==> src/rtl/core_types_pkg.sv <==
// core_types_pkg
//   Shared core-level widths and types used by the branch predictor update path.
//   GH_LENGTH  : global history length carried with every prediction
//   ASID_WIDTH : address-space identifier width
//   gbpt_update_t : one buffered gbpt update {full_PC, GH, ASID, taken}
//   rr_sel_t   : round-robin pointer naming the requester that wins the next tie
package core_types_pkg;

  localparam int GH_LENGTH  = 8;
  localparam int ASID_WIDTH = 9;

  typedef struct packed {
    logic [31:0]           full_PC;
    logic [GH_LENGTH-1:0]  GH;
    logic [ASID_WIDTH-1:0] ASID;
    logic                  taken;
  } gbpt_update_t;

  typedef enum logic {
    RR_REQ0 = 1'b0,
    RR_REQ1 = 1'b1
  } rr_sel_t;

endpackage

==> src/rtl/gbpt_update_fifo.sv <==
// gbpt_update_fifo
//   Synchronous circular FIFO of gbpt_update_t entries with flush.
//   CLK/nRST   : clock, synchronous active-low reset (clears pointers, count, storage)
//   flush      : empties the FIFO at the next edge; same-cycle push/pop are dropped
//   push/push_data : enqueue request and entry (ignored while full)
//   pop        : dequeue request (ignored while empty)
//   head_data  : entry at the head, always driven, even when empty
//   count/full/empty : occupancy, all derived from registered state
module gbpt_update_fifo
  import core_types_pkg::*;
#(
  parameter int DEPTH = 4
) (
  input  logic                   CLK,
  input  logic                   nRST,
  input  logic                   flush,
  input  logic                   push,
  input  gbpt_update_t           push_data,
  input  logic                   pop,
  output gbpt_update_t           head_data,
  output logic [$clog2(DEPTH):0] count,
  output logic                   full,
  output logic                   empty
);

  localparam int AW = $clog2(DEPTH);

  gbpt_update_t  mem [DEPTH];
  logic [AW-1:0] head;
  logic [AW-1:0] tail;
  logic          push_ok;
  logic          pop_ok;

  // full is computed from the registered count only, so a pop in the same
  // cycle never makes room for a push.
  assign full    = (count == (AW+1)'(DEPTH));
  assign empty   = (count == '0);
  assign push_ok = push & ~full & ~flush;
  assign pop_ok  = pop & ~empty & ~flush;

  // Storage is cleared on reset so the head payload reads zero afterwards.
  assign head_data = mem[head];

  always_ff @(posedge CLK) begin
    if (!nRST) begin
      head  <= '0;
      tail  <= '0;
      count <= '0;
      for (int i = 0; i < DEPTH; i++) begin
        mem[i] <= '0;
      end
    end else if (flush) begin
      head  <= '0;
      tail  <= '0;
      count <= '0;
    end else begin
      if (push_ok) begin
        mem[tail] <= push_data;
        tail      <= tail + AW'(1);   // DEPTH is a power of 2: wraps naturally
      end
      if (pop_ok) begin
        head <= head + AW'(1);
      end
      unique case ({push_ok, pop_ok})
        2'b10:   count <= count + (AW+1)'(1);
        2'b01:   count <= count - (AW+1)'(1);
        default: count <= count;
      endcase
    end
  end

endmodule

==> src/rtl/gbpt_update_ctrl.sv <==
// gbpt_update_ctrl
//   Funnels two resolved-branch requesters into the gbpt single update0 port.
//   CLK/nRST          : clock, synchronous active-low reset
//   req0_*/req1_*     : requester valid/ready handshake plus {PC, GH, ASID, taken}
//   flush             : drop all buffered updates, suppress same-cycle accept/issue
//   update_enable     : low pauses issue onto update0
//   update0_*         : head-of-buffer update driven to the gbpt
//   update1_correct   : gbpt verdict, one cycle after each update0 issue
//   stat_clear        : zero both statistics counters
//   stat_total/stat_correct : saturating completed / correctly-predicted counts
//   fifo_count        : buffered entries
module gbpt_update_ctrl
  import core_types_pkg::*;
#(
  parameter int FIFO_DEPTH  = 4,
  parameter int COUNT_WIDTH = 16
) (
  input  logic                        CLK,
  input  logic                        nRST,
  input  logic                        req0_valid,
  output logic                        req0_ready,
  input  logic [31:0]                 req0_start_full_PC,
  input  logic [GH_LENGTH-1:0]        req0_GH,
  input  logic [ASID_WIDTH-1:0]       req0_ASID,
  input  logic                        req0_taken,
  input  logic                        req1_valid,
  output logic                        req1_ready,
  input  logic [31:0]                 req1_start_full_PC,
  input  logic [GH_LENGTH-1:0]        req1_GH,
  input  logic [ASID_WIDTH-1:0]       req1_ASID,
  input  logic                        req1_taken,
  input  logic                        flush,
  input  logic                        update_enable,
  output logic                        update0_valid,
  output logic [31:0]                 update0_start_full_PC,
  output logic [GH_LENGTH-1:0]        update0_GH,
  output logic [ASID_WIDTH-1:0]       update0_ASID,
  output logic                        update0_taken,
  input  logic                        update1_correct,
  input  logic                        stat_clear,
  output logic [COUNT_WIDTH-1:0]      stat_total,
  output logic [COUNT_WIDTH-1:0]      stat_correct,
  output logic [$clog2(FIFO_DEPTH):0] fifo_count
);

  rr_sel_t      rr;
  logic         both_valid;
  logic         grant0;
  logic         grant1;
  logic         full;
  logic         empty;
  logic         push;
  logic         issued_d1;
  gbpt_update_t push_data;
  gbpt_update_t head_data;

  // A lone requester always wins; a tie goes to the requester rr names.
  assign both_valid = req0_valid & req1_valid;
  assign grant0     = req0_valid & (~req1_valid | (rr == RR_REQ0));
  assign grant1     = req1_valid & (~req0_valid | (rr == RR_REQ1));

  // Nothing is accepted or issued while reset is held, so a reset cycle
  // can neither enqueue nor launch an update that would later be lost.
  assign req0_ready = grant0 & ~full & ~flush & nRST;
  assign req1_ready = grant1 & ~full & ~flush & nRST;
  assign push       = req0_ready | req1_ready;

  always_comb begin
    push_data = '0;
    if (req1_ready) begin
      push_data.full_PC = req1_start_full_PC;
      push_data.GH      = req1_GH;
      push_data.ASID    = req1_ASID;
      push_data.taken   = req1_taken;
    end else begin
      push_data.full_PC = req0_start_full_PC;
      push_data.GH      = req0_GH;
      push_data.ASID    = req0_ASID;
      push_data.taken   = req0_taken;
    end
  end

  gbpt_update_fifo #(
    .DEPTH (FIFO_DEPTH)
  ) u_fifo (
    .CLK       (CLK),
    .nRST      (nRST),
    .flush     (flush),
    .push      (push),
    .push_data (push_data),
    .pop       (update0_valid),
    .head_data (head_data),
    .count     (fifo_count),
    .full      (full),
    .empty     (empty)
  );

  assign update0_valid         = ~empty & update_enable & ~flush & nRST;
  assign update0_start_full_PC = head_data.full_PC;
  assign update0_GH            = head_data.GH;
  assign update0_ASID          = head_data.ASID;
  assign update0_taken         = head_data.taken;

  always_ff @(posedge CLK) begin
    if (!nRST) begin
      rr           <= RR_REQ0;
      issued_d1    <= 1'b0;
      stat_total   <= '0;
      stat_correct <= '0;
    end else begin
      // Completion tracking is independent of flush: an update already on
      // update0 last cycle still gets its verdict counted.
      issued_d1 <= update0_valid;

      // The pointer only moves when a tie is actually resolved by an accept.
      if (both_valid && push) begin
        rr <= req0_ready ? RR_REQ1 : RR_REQ0;
      end

      if (stat_clear) begin
        stat_total   <= '0;
        stat_correct <= '0;
      end else if (issued_d1) begin
        if (stat_total != '1) begin
          stat_total <= stat_total + COUNT_WIDTH'(1);
        end
        if (update1_correct && (stat_correct != '1)) begin
          stat_correct <= stat_correct + COUNT_WIDTH'(1);
        end
      end
    end
  end

endmodule

==> config.mk <==
export PLATFORM = sky130hd
export DESIGN_NAME = gbpt_update_ctrl
export DESIGN_NICKNAME = d
export VERILOG_FILES = /design/src/rtl/core_types_pkg.sv /design/src/rtl/gbpt_update_fifo.sv /design/src/rtl/gbpt_update_ctrl.sv
export SDC_FILE = /design/constraint.sdc
export NUM_CORES = 1
export LEC_CHECK = 0
export ABC_AREA = 1
export CAP_MARGIN = 20
export CORE_ASPECT_RATIO = 1.25
export CORE_MARGIN = 2
export CORE_UTILIZATION = 45
export CTS_CLUSTER_SIZE = 24
export DETAILED_ROUTE_END_ITERATION = 7
export GPL_TIMING_DRIVEN = 0
export PLACE_DENSITY_LB_ADDON = 0.05
export SLEW_MARGIN = 20
export SYNTH_ARGS = -nofsm -noshare
export SYNTH_HDL_FRONTEND = slang
export SYNTH_HIERARCHICAL = 1
export SYNTH_SLANG_ARGS = --single-unit
==> constraint.sdc <==
create_clock -name CLK -period 7.7 [get_ports CLK]
set_clock_uncertainty 0.05 [all_clocks]
set_input_delay 1.54 -clock CLK [delete_from_list [all_inputs] [get_ports CLK]]
set_output_delay 1.54 -clock CLK [all_outputs]
set_load 0.01 [all_outputs]
==> results by stage, run 1 <==
Floorplan:
- The vertical extent of the die is 193.1 um.
- Row generation in the floorplan step produced 69 rows.
- The die outline area is between 20000 and 30000 um2.
- The count of boundary I/O pins is a little under 200.
- The placeable core area is between 20000 and 30000 um2.
- The effective utilization at floorplan is 0.4546.
- From left edge to right edge, the die measures approximately 160 um.

Synth:
- The post-synthesis async set-or-reset flop share is 0.
- The total standard cell area after synthesis is about 13000 um2.
- The synthesized area per cell is 9.672 um2.
- The net count after synthesis is between 1000 and 1500.
- Among all flip-flop cells after synthesis, the most frequent one is sky130_fd_sc_hd__edfxtp_1.
- The share of the Yosys chip area taken by registers is 0.5334.
- The share of the synthesized area in the top cell type is 0.4665.
- For this run, the number of Yosys warnings is 6.
- The number of enable flip-flop cells after synthesis is 200.
- In the synthesized netlist, the number of instances is about 1300.
- The biggest area contributor in the post-synthesis netlist is sky130_fd_sc_hd__edfxtp_1.
- By area the synthesized netlist is led by sky130_fd_sc_hd__edfxtp_1, sky130_fd_sc_hd__nor3_2, sky130_fd_sc_hd__nand2_1, sky130_fd_sc_hd__dfxtp_1, sky130_fd_sc_hd__nor2_1.
- The netlist uses 39 different library cells.
- The number of storage elements in the synthesis netlist is approximately 240.

Clocking:
- The clock root buffer master is sky130_fd_sc_hd__clkbuf_16.
- The deepest level of the CTS H-tree is 1.
- The number of sinks driven by the clock tree is 243.
- The TritonCTS clock tree is done.
- Once the clock tree was built, the resizer swapped 0 gates to a different size.
- The number of buffers between clock root and the deepest sink is 3.
- The clock reaches the later pin of the worst-skew pair after about 0.52 ns.
- The register clock-pin slew on the reported worst setup and hold paths is 0.06 ns.
- After clock tree synthesis, the setup repair step added 0 buffers.
- After clock tree synthesis, the flow added hold-fix buffers numbering 0.
- The total CTS buffers is 26.

Hold path:
- The type of the worst min-delay path is flop to flop.
- In this run the most critical hold path is launched from rr.
- The path with the worst hold slack has its endpoint at rr.
- The count of cells along the worst hold path is 2.

Drt:
- The average wire length per cell after detail routing is approximately 19 um.
- For this block, the initial DRC count from the detailed router was between 700 and 800.
- The routed layout has just over 10000 vias.
- The top routing layer in use is met5.
- The wire length on met1 is roughly 15000 um.
- The detailed-routed wire length on met2 is roughly 18000 um.
- After detailed routing, the number of remaining DRC violations is 0.
- After detailed routing, the number of vias per cell comes to roughly 5.3.
- The count of nets left with antenna violations once routing finished came out at 0.
- The number of detailed-route iterations in the first pass is 5.
- After detailed routing, the met3 layer carries ~2100 um of wire.
- The final wirelength is 36130 um.

Setup path:
- Traced cell by cell, the critical path runs through clkdlybuf4s50_1, inv_2, nor2_1, nand2_1, nor2_2, buf_2, clkdlybuf4s50_1.
- In this run the worst path has a maximum fanout of 10.
- Measured in cells, the most critical reg-to-reg path has a length of 15.
- Grouping stages by cell kind, the critical path spends the most delay in buffers and inverters.
- STA classifies the critical path endpoint as an output port.
- For this run, the slowest stage of the critical path takes around 0.89 ns.
- The critical setup path kind is primary input to output port.
- The worst register-to-register path begins at u_fifo/count[1].
- Together, buffers and inverters on the worst path number 4.
- The required time at the worst-slack endpoint is approximately 6 ns.
- The arrival time at the worst endpoint is roughly 4.2 ns.
- The slowest stage of the critical path belongs to the cell sky130_fd_sc_hd__clkdlybuf4s50_1.
- The kind of start point of the critical path is a primary input.
- The destination of the worst register-to-register timing path is u_fifo/mem[0][7].
- The most frequent cell on the critical path is sky130_fd_sc_hd__clkdlybuf4s50_1.
- The setup slack on the worst flop-to-flop path is about 3.9 ns.

Layout:
- The repair_antennas step left the layout with diodes totalling 0.
- Once layout is done, the placed cells without fillers occupy roughly 16000 um2.
- The fill cell total of the finished layout is approximately 2500.
- For this run, the post-layout net count is 1675.
- Compared with the post-synthesis result, the final layout area differs by 27.23%.
- Of the cells placed in the final design, the portion with a size suffix greater than 1 is 0.1838.

Power:
- The proportion of total power due to net switching is 0.2232.
- The worst-case IR drop observed on VDD is ~0.13 mV.
- The fraction of power consumed by sequential logic is 0.498.
- The net switching power is about 0.66 mW.
- The sum of internal, switching and leakage power is 2.964 mW.
- The leakage power figure is between 6 and 7 nW.
- The internal portion of the total power is 2.303 mW.
- The total power divided by cell area is roughly 180 nW/um2.
- The share of power burned in the clock network is 0.410.
- The combinational power share is 0.092.

Global route:
- The number of antenna violations at the first check in global routing came to 1.
- The leftover overflow at the end of global routing is 0.
- The first global-routing pass estimated roughly 56000 um of wire.
- The number of global-route vias before repair is 10121.
- In the global route stage, overall resource usage came out at 0.2402.
- The pin count of the biggest net entering global routing is 33.

Timing:
- Of the available clock period, the critical path in the final layout requires 0.7505.
- The clock period minus final worst setup slack is 5.779 ns.
- The final number of hold-violating endpoints is 0.
- The final max-slew violation count is 0.
- For the pin with the worst max-slew slack, the measured transition is 0.9014 ns.
- Setup violations remaining at the end of the flow were counted as 0.
- Setup repair after global routing left no endpoint under its margin.
- The maximum operating frequency is between 0.15 and 0.2 GHz.
- Headroom to the max-slew limit came out at 0.3991.

Place:
- The estimated wirelength of the detail-placed design is between 20000 and 25000 um.
- The number of buffers added on ports is between 150 and 200.
- Summing all placed instances gives a cell area of roughly 16000 um2.
- The final weighted congestion of routability-driven global placement is between 0.7 and 0.8.

Run:
- The total of max-cap violations is 0.

Run status:
- The run finished with clean final reports.
[flip-flops by register name (all words and copies together), names as in the netlist, named ones only]
| register | count |
|---|---|
| issued_d1 | 1 |
| rr | 1 |
| u_fifo/mem | 200 |
| stat_correct | 16 |
| u_fifo/count | 3 |
| stat_total | 16 |
| u_fifo/tail | 2 |
| u_fifo/head | 2 |
[cell type report]
class                   count  area (um2)  area share
plain buffers              86       654.4     0.03995
clock buffers              35       715.7     0.04369
clock inverters            13       112.6    0.006875
inverters                 108       406.6     0.02483
multi-input cells         894        4987      0.3045
flip-flops and latches    243        6867      0.4192
well taps                 355       444.2     0.02712
repair buffers            204        2192      0.1338
[placed cells by master, fill, tap and decap left out, drive strengths merged, types with 2 or more instances in the layout]
cell | Yosys | final
clkdlybuf4s50 | 0 | 195
dfxtp | 43 | 43
bufinv | 0 | 2
edfxtp | 200 | 200
o21ai | 108 | 108
buf | 57 | 66
o22ai | 50 | 50
nand2 | 268 | 268
nand4 | 7 | 7
nor3 | 155 | 155
clkbuf | 29 | 64
ha | 3 | 3
nor2 | 228 | 228
clkinv | 5 | 15
xor2 | 6 | 6
a21oi | 20 | 20
inv | 103 | 103
nand3 | 44 | 44
[Yosys cell counts, types with 2 or more instances]
master                     number
sky130_fd_sc_hd__edfxtp_1     200
sky130_fd_sc_hd__clkbuf_1      29
sky130_fd_sc_hd__nor2_4         5
sky130_fd_sc_hd__a21oi_1       15
sky130_fd_sc_hd__nor2_2         5
sky130_fd_sc_hd__ha_1           3
sky130_fd_sc_hd__nor3_1         4
sky130_fd_sc_hd__o22ai_1       50
sky130_fd_sc_hd__nor3_2       148
sky130_fd_sc_hd__o21ai_0       98
sky130_fd_sc_hd__inv_2          5
sky130_fd_sc_hd__buf_4          2
sky130_fd_sc_hd__nand2_1      254
sky130_fd_sc_hd__a21oi_2        5
sky130_fd_sc_hd__buf_12        12
sky130_fd_sc_hd__buf_2         25
sky130_fd_sc_hd__nand3_1       43
sky130_fd_sc_hd__buf_6         13
sky130_fd_sc_hd__o21ai_1        9
sky130_fd_sc_hd__clkinv_1       4
sky130_fd_sc_hd__dfxtp_1       43
sky130_fd_sc_hd__inv_1         98
sky130_fd_sc_hd__nor2_1       218
sky130_fd_sc_hd__nand4_1        6
sky130_fd_sc_hd__buf_1          5
sky130_fd_sc_hd__xor2_1         6
sky130_fd_sc_hd__nand2_2       11
sky130_fd_sc_hd__nand2_8        2
sky130_fd_sc_hd__nor3_4         3
[how the worst max path moves through the flow]
stage	start	end	slack (ns)	cells after the start
2_1_floorplan	nRST	u_fifo/mem[0][0]	1.02	11
6_report	nRST	req1_ready	1.92	7
5_1_grt	nRST	req1_ready	1.77	7
3_3_place_gp	nRST	u_fifo/mem[0][10]	-3.73	12
4_1_cts	nRST	req1_ready	1.91	7
3_5_place_dp	nRST	u_fifo/mem[0][12]	1.80	15
[power by group through the flow]
stage / registers [mW] / clock network [mW] / logic, mW
4_1_cts: 1.48 / 1.24 / 0.275
5_1_grt: 1.48 / 1.29 / 0.294
6_report: 1.48 / 1.22 / 0.272
3_3_place_gp: 1.52 / 0 / 0.253
2_1_floorplan: 1.51 / 0 / 0.123
3_5_place_dp: 1.50 / 0 / 0.274
[through the flow]
stage	setup TNS, ns	hold WS (ns)	setup slack, ns	instances	utilization
6_report	0	0.4452	1.921	1938	0.5784
5_1_grt	0	0.4611	1.772	1938	0.5784
4_1_cts	0	0.4394	1.909	1938	0.5784
3_5_place_dp	0	0.4318	1.804	1890	0.5492
3_3_place_gp	-515.05	0.4128	-3.728	1881	0.5392
2_1_floorplan	0	0.3941	1.020	1331	-
[metal layers]
| layer | track usage | vias up |
|---|---|---|
| met5 | 0 | - |
| met4 | 0.08963 | 2 |
| met3 | 0.02794 | 68 |
| met2 | 0.4215 | 394 |
| met1 | 0.3075 | 4915 |
| li1 | - | 4965 |
[worst register-to-register path, stage by stage (launching register included)]
cell and delay, ns:
sky130_fd_sc_hd__dfxtp_1 0.38, sky130_fd_sc_hd__nor2_2 0.06, sky130_fd_sc_hd__nand2_2 0.15, sky130_fd_sc_hd__inv_1 0.08, sky130_fd_sc_hd__a21o_1 0.16, sky130_fd_sc_hd__nor2_2 0.46, sky130_fd_sc_hd__inv_2 0.24, sky130_fd_sc_hd__buf_2 0.25
sky130_fd_sc_hd__nand2_1 0.09, sky130_fd_sc_hd__inv_1 0.06, sky130_fd_sc_hd__nor2_4 0.17, sky130_fd_sc_hd__nand3_1 0.27, sky130_fd_sc_hd__o21ai_4 0.50, sky130_fd_sc_hd__buf_16 0.22, sky130_fd_sc_hd__buf_16 0.18, sky130_fd_sc_hd__buf_16 0.18
[cell families (layout without fill, tap and decap cells)]
group,Yosys count,in the layout,share of synthesized area
AO/OA/AOI/OAI,179,179,0.07698
AND/OR/NAND/NOR,704,704,0.2980
buffers and inverters,194,446,0.08242
flip-flops,243,243,0.5334
XOR/XNOR,7,7,0.004762
adder cells (fa/ha/maj),4,4,0.004471
(Power assumes the default switching activity.)
==> inputs of run 2 (changes only) <==
==> constraint.sdc (replaced) <==
create_clock -name CLK -period 4.7 [get_ports CLK]
set_clock_uncertainty 0.05 [all_clocks]
set_input_delay 0.94 -clock CLK [delete_from_list [all_inputs] [get_ports CLK]]
set_output_delay 0.94 -clock CLK [all_outputs]
set_load 0.01 [all_outputs]
==> results by stage, run 2 (same netlist as run 1, synthesis figures left out) <==
Global route:
- Entering global routing, the biggest net connects 42 pins.
- The global-route wire length before repair is approximately 54000 um.
- Across every metal layer, demand over resource in global routing totals 0.2354.
- The number of global-route vias before repair is approximately 9900.
- The leftover overflow at the end of global routing is 0.
- The number of antenna violations at the first check in global routing is 0.

Drt:
- The total via count in the routed design is 10191.
- The average wire length per cell after detail routing is between 15 and 20 um.
- Once detail routing completed, the nets flagged for antenna violations numbered 0.
- After detailed routing, the number of remaining DRC violations is 0.
- The final wirelength is roughly 35000 um.
- In the routed layout, each cell is associated on average with a via count of 5.259.
- The first TritonRoute pass finished after 5 iterations.
- The number of DRC markers in iteration 0 is about 670.

Clocking:
- The number of sinks driven by the clock tree is approximately 240.
- The number of buffers between clock root and the deepest sink is 3.
- At the later pin of the worst-skew pair, clock insertion delay measures approximately 0.53 ns.
- TritonCTS built the clock tree.
- The number of buffers inserted by post-CTS setup repair is 0.
- In this run, CTS created clock tree buffers numbering 26.
- Gates resized during post-CTS repair numbered 0.
- Clock-pin slew was measured on the worst setup and hold paths at 0.06 ns.
- The number of hold-repair buffers added at the cts stage is 0.
- The root buffer cell chosen for the clock tree is sky130_fd_sc_hd__clkbuf_16.
- The deepest level of the CTS H-tree is 1.

Timing:
- Setup repair after global routing left no endpoint under its margin.
- Setup violations remaining at the end of the flow were counted as 0.
- The maximum operating frequency is around 0.24 GHz.
- The worst max-slew margin expressed relative to the limit is 0.4038.
- At the pin with the least slew margin, the transition time is between 0.8 and 0.9 ns.
- The final max-slew violation count was 0.
- The ratio of final minimum period to clock period is 0.9019.
- The final number of hold-violating endpoints is 0.
- The clock period minus final worst setup slack is between 4 and 5 ns.

Place:
- The estimated wirelength of the detail-placed design is ~24000 um.
- At the end of routability-driven placement, the weighted congestion stood at 0.7806.
- Input and output buffers added on the ports amount to about 200.
- The number of placed cells counting well taps is between 1500 and 2000.

Power:
- The total power divided by cell area is around 300 nW/um2.
- The sum of internal, switching and leakage power is between 4 and 5 mW.
- Summed over all cells, the static leakage comes to just over 6 nW.
- The worst-case IR drop observed on VDD is 0.2213 mV.

Layout:
- Leaving out fill and tap cells, the most frequent cells in the layout are sky130_fd_sc_hd__nand2_1, sky130_fd_sc_hd__nor2_1, sky130_fd_sc_hd__edfxtp_1.
- The largest registers in the layout are u_fifo/mem x200, stat_correct x16, stat_total x16.
- The finished layout holds 1938 standard cells, fillers aside.
- The register with the most flip-flops in the layout has 200 of them.
- The area added between synthesis and finish is 27.66%.
- The most common library cell in the layout ignoring fill and taps is sky130_fd_sc_hd__nand2_1.
- Counting flops per register, the top entry is u_fifo/mem.
- Fill cells in the final layout number 2535.
- The net count of the finished layout is about 1700.
- Of the cells placed in the final design, the portion with a size suffix greater than 1 is 0.1857.
- The number of antenna diodes is 0.

Setup path:
- The critical path's slowest cell is sky130_fd_sc_hd__dlymetal6s2s_1.
- The worst setup path is captured at a flop.
- The buffers plus inverters on the worst setup path is 8.
- For this run, the slowest stage of the critical path takes 0.53 ns.
- The cell that appears most often on the critical path is sky130_fd_sc_hd__buf_16.
- The category of cells accounting for the largest share of critical-path delay is buffers and inverters.
- Walking the worst path, the cells encountered are dlymetal6s2s_1, inv_2, nor2_1, nand2_1, nor2_2, inv_2, buf_2, nand2_1, inv_1, nor2_4, nand3_1, o21ai_4, buf_16, buf_16, buf_16.
- STA puts the critical path data arrival time at roughly 4.4 ns.
- Counting buffers and inverters, the worst setup path is 15 cells deep.
- The kind of start point of the critical path is a primary input.
- The critical path in this run is classified as primary input to flop.
- The worst register-to-register path has a depth of 15.
- At the worst endpoint, the required time is 4.88 ns.
- In this run the worst path has a maximum fanout of 17.

Hold path:
- Along the worst hold path, the cell count comes to 2.
- The min-delay analysis places its worst path in the category flop to flop.

Floorplan:
- The effective utilization at floorplan is 0.4546.
- The die is slightly below 200 um tall.
- The row count is 69.
- The die covers approximately 30000 um2.
- After floorplanning, the core was sized to cover between 20000 and 30000 um2.
- The die is about 160 um wide.
- During I/O placement, the number of pins put on the boundary was between 150 and 200.

Run:
- Across the run, the number of max-cap violations was 0.

Run status:
- The run finished with clean final reports.
==> run 2: area by class of cell <==
cell class	instances	area, um2	share of cell area
Tap cell	355	444.2	0.02703
Multi-Input combinational cell	894	4987	0.3035
Inverter	108	406.6	0.02474
Clock inverter	7	62.56	0.003807
Buffer	86	654.4	0.03982
Timing Repair Buffer	204	2202	0.1340
Sequential cell	243	6867	0.4178
Clock buffer	41	810.8	0.04933
==> run 2: metal layers <==
metal | GRT usage | up-vias | share of wire
li1 | - | 4969 | -
met5 | 0 | - | 0
met2 | 0.4089 | 276 | 0.50
met4 | 0.07798 | 0 | 0.031
met1 | 0.3083 | 4882 | 0.42
met3 | 0.02816 | 64 | 0.046
==> run 2: worst min-delay path: stages, from the launching register on <==
cell and delay (ns):
sky130_fd_sc_hd__dfxtp_1 0.33, sky130_fd_sc_hd__nand2_1 0.07, sky130_fd_sc_hd__a21oi_1 0.05
==> run 2: worst paths after layout <==
path	start	slack (ns)	endpoint
min reg2reg	u_fifo/tail[0]	0.44	u_fifo/tail[0]
min	u_fifo/tail[0]	0.44	u_fifo/tail[0]
max	nRST	0.46	u_fifo/mem[2][5]
max reg2reg	u_fifo/count[1]	0.97	u_fifo/mem[2][5]
==> run 2: metrics by stage <==
step           setup slack (ns)  setup TNS, ns    util  instance area, um2  hold slack (ns)
2_1_floorplan          -0.03884         -3.876       -               12880           0.3941
3_3_place_gp             -3.554        -483.19  0.5394               15270           0.4110
3_5_place_dp            -0.5353         -41.10  0.5494               15560           0.4344
4_1_cts                 0.03133              0  0.5803               16430           0.4443
5_1_grt                  0.2531              0  0.5804               16430           0.4731
6_report                 0.4611              0  0.5804               16430           0.4448
==> run 2: report_power, final <==
part / internal (mW) / switching, mW / total, mW
clock: 1.24 / 0.831 / 2.07
sequential: 2.40 / 0.0188 / 2.42
combinational: 0.200 / 0.246 / 0.446
total: 3.84 / 1.10 / 4.93
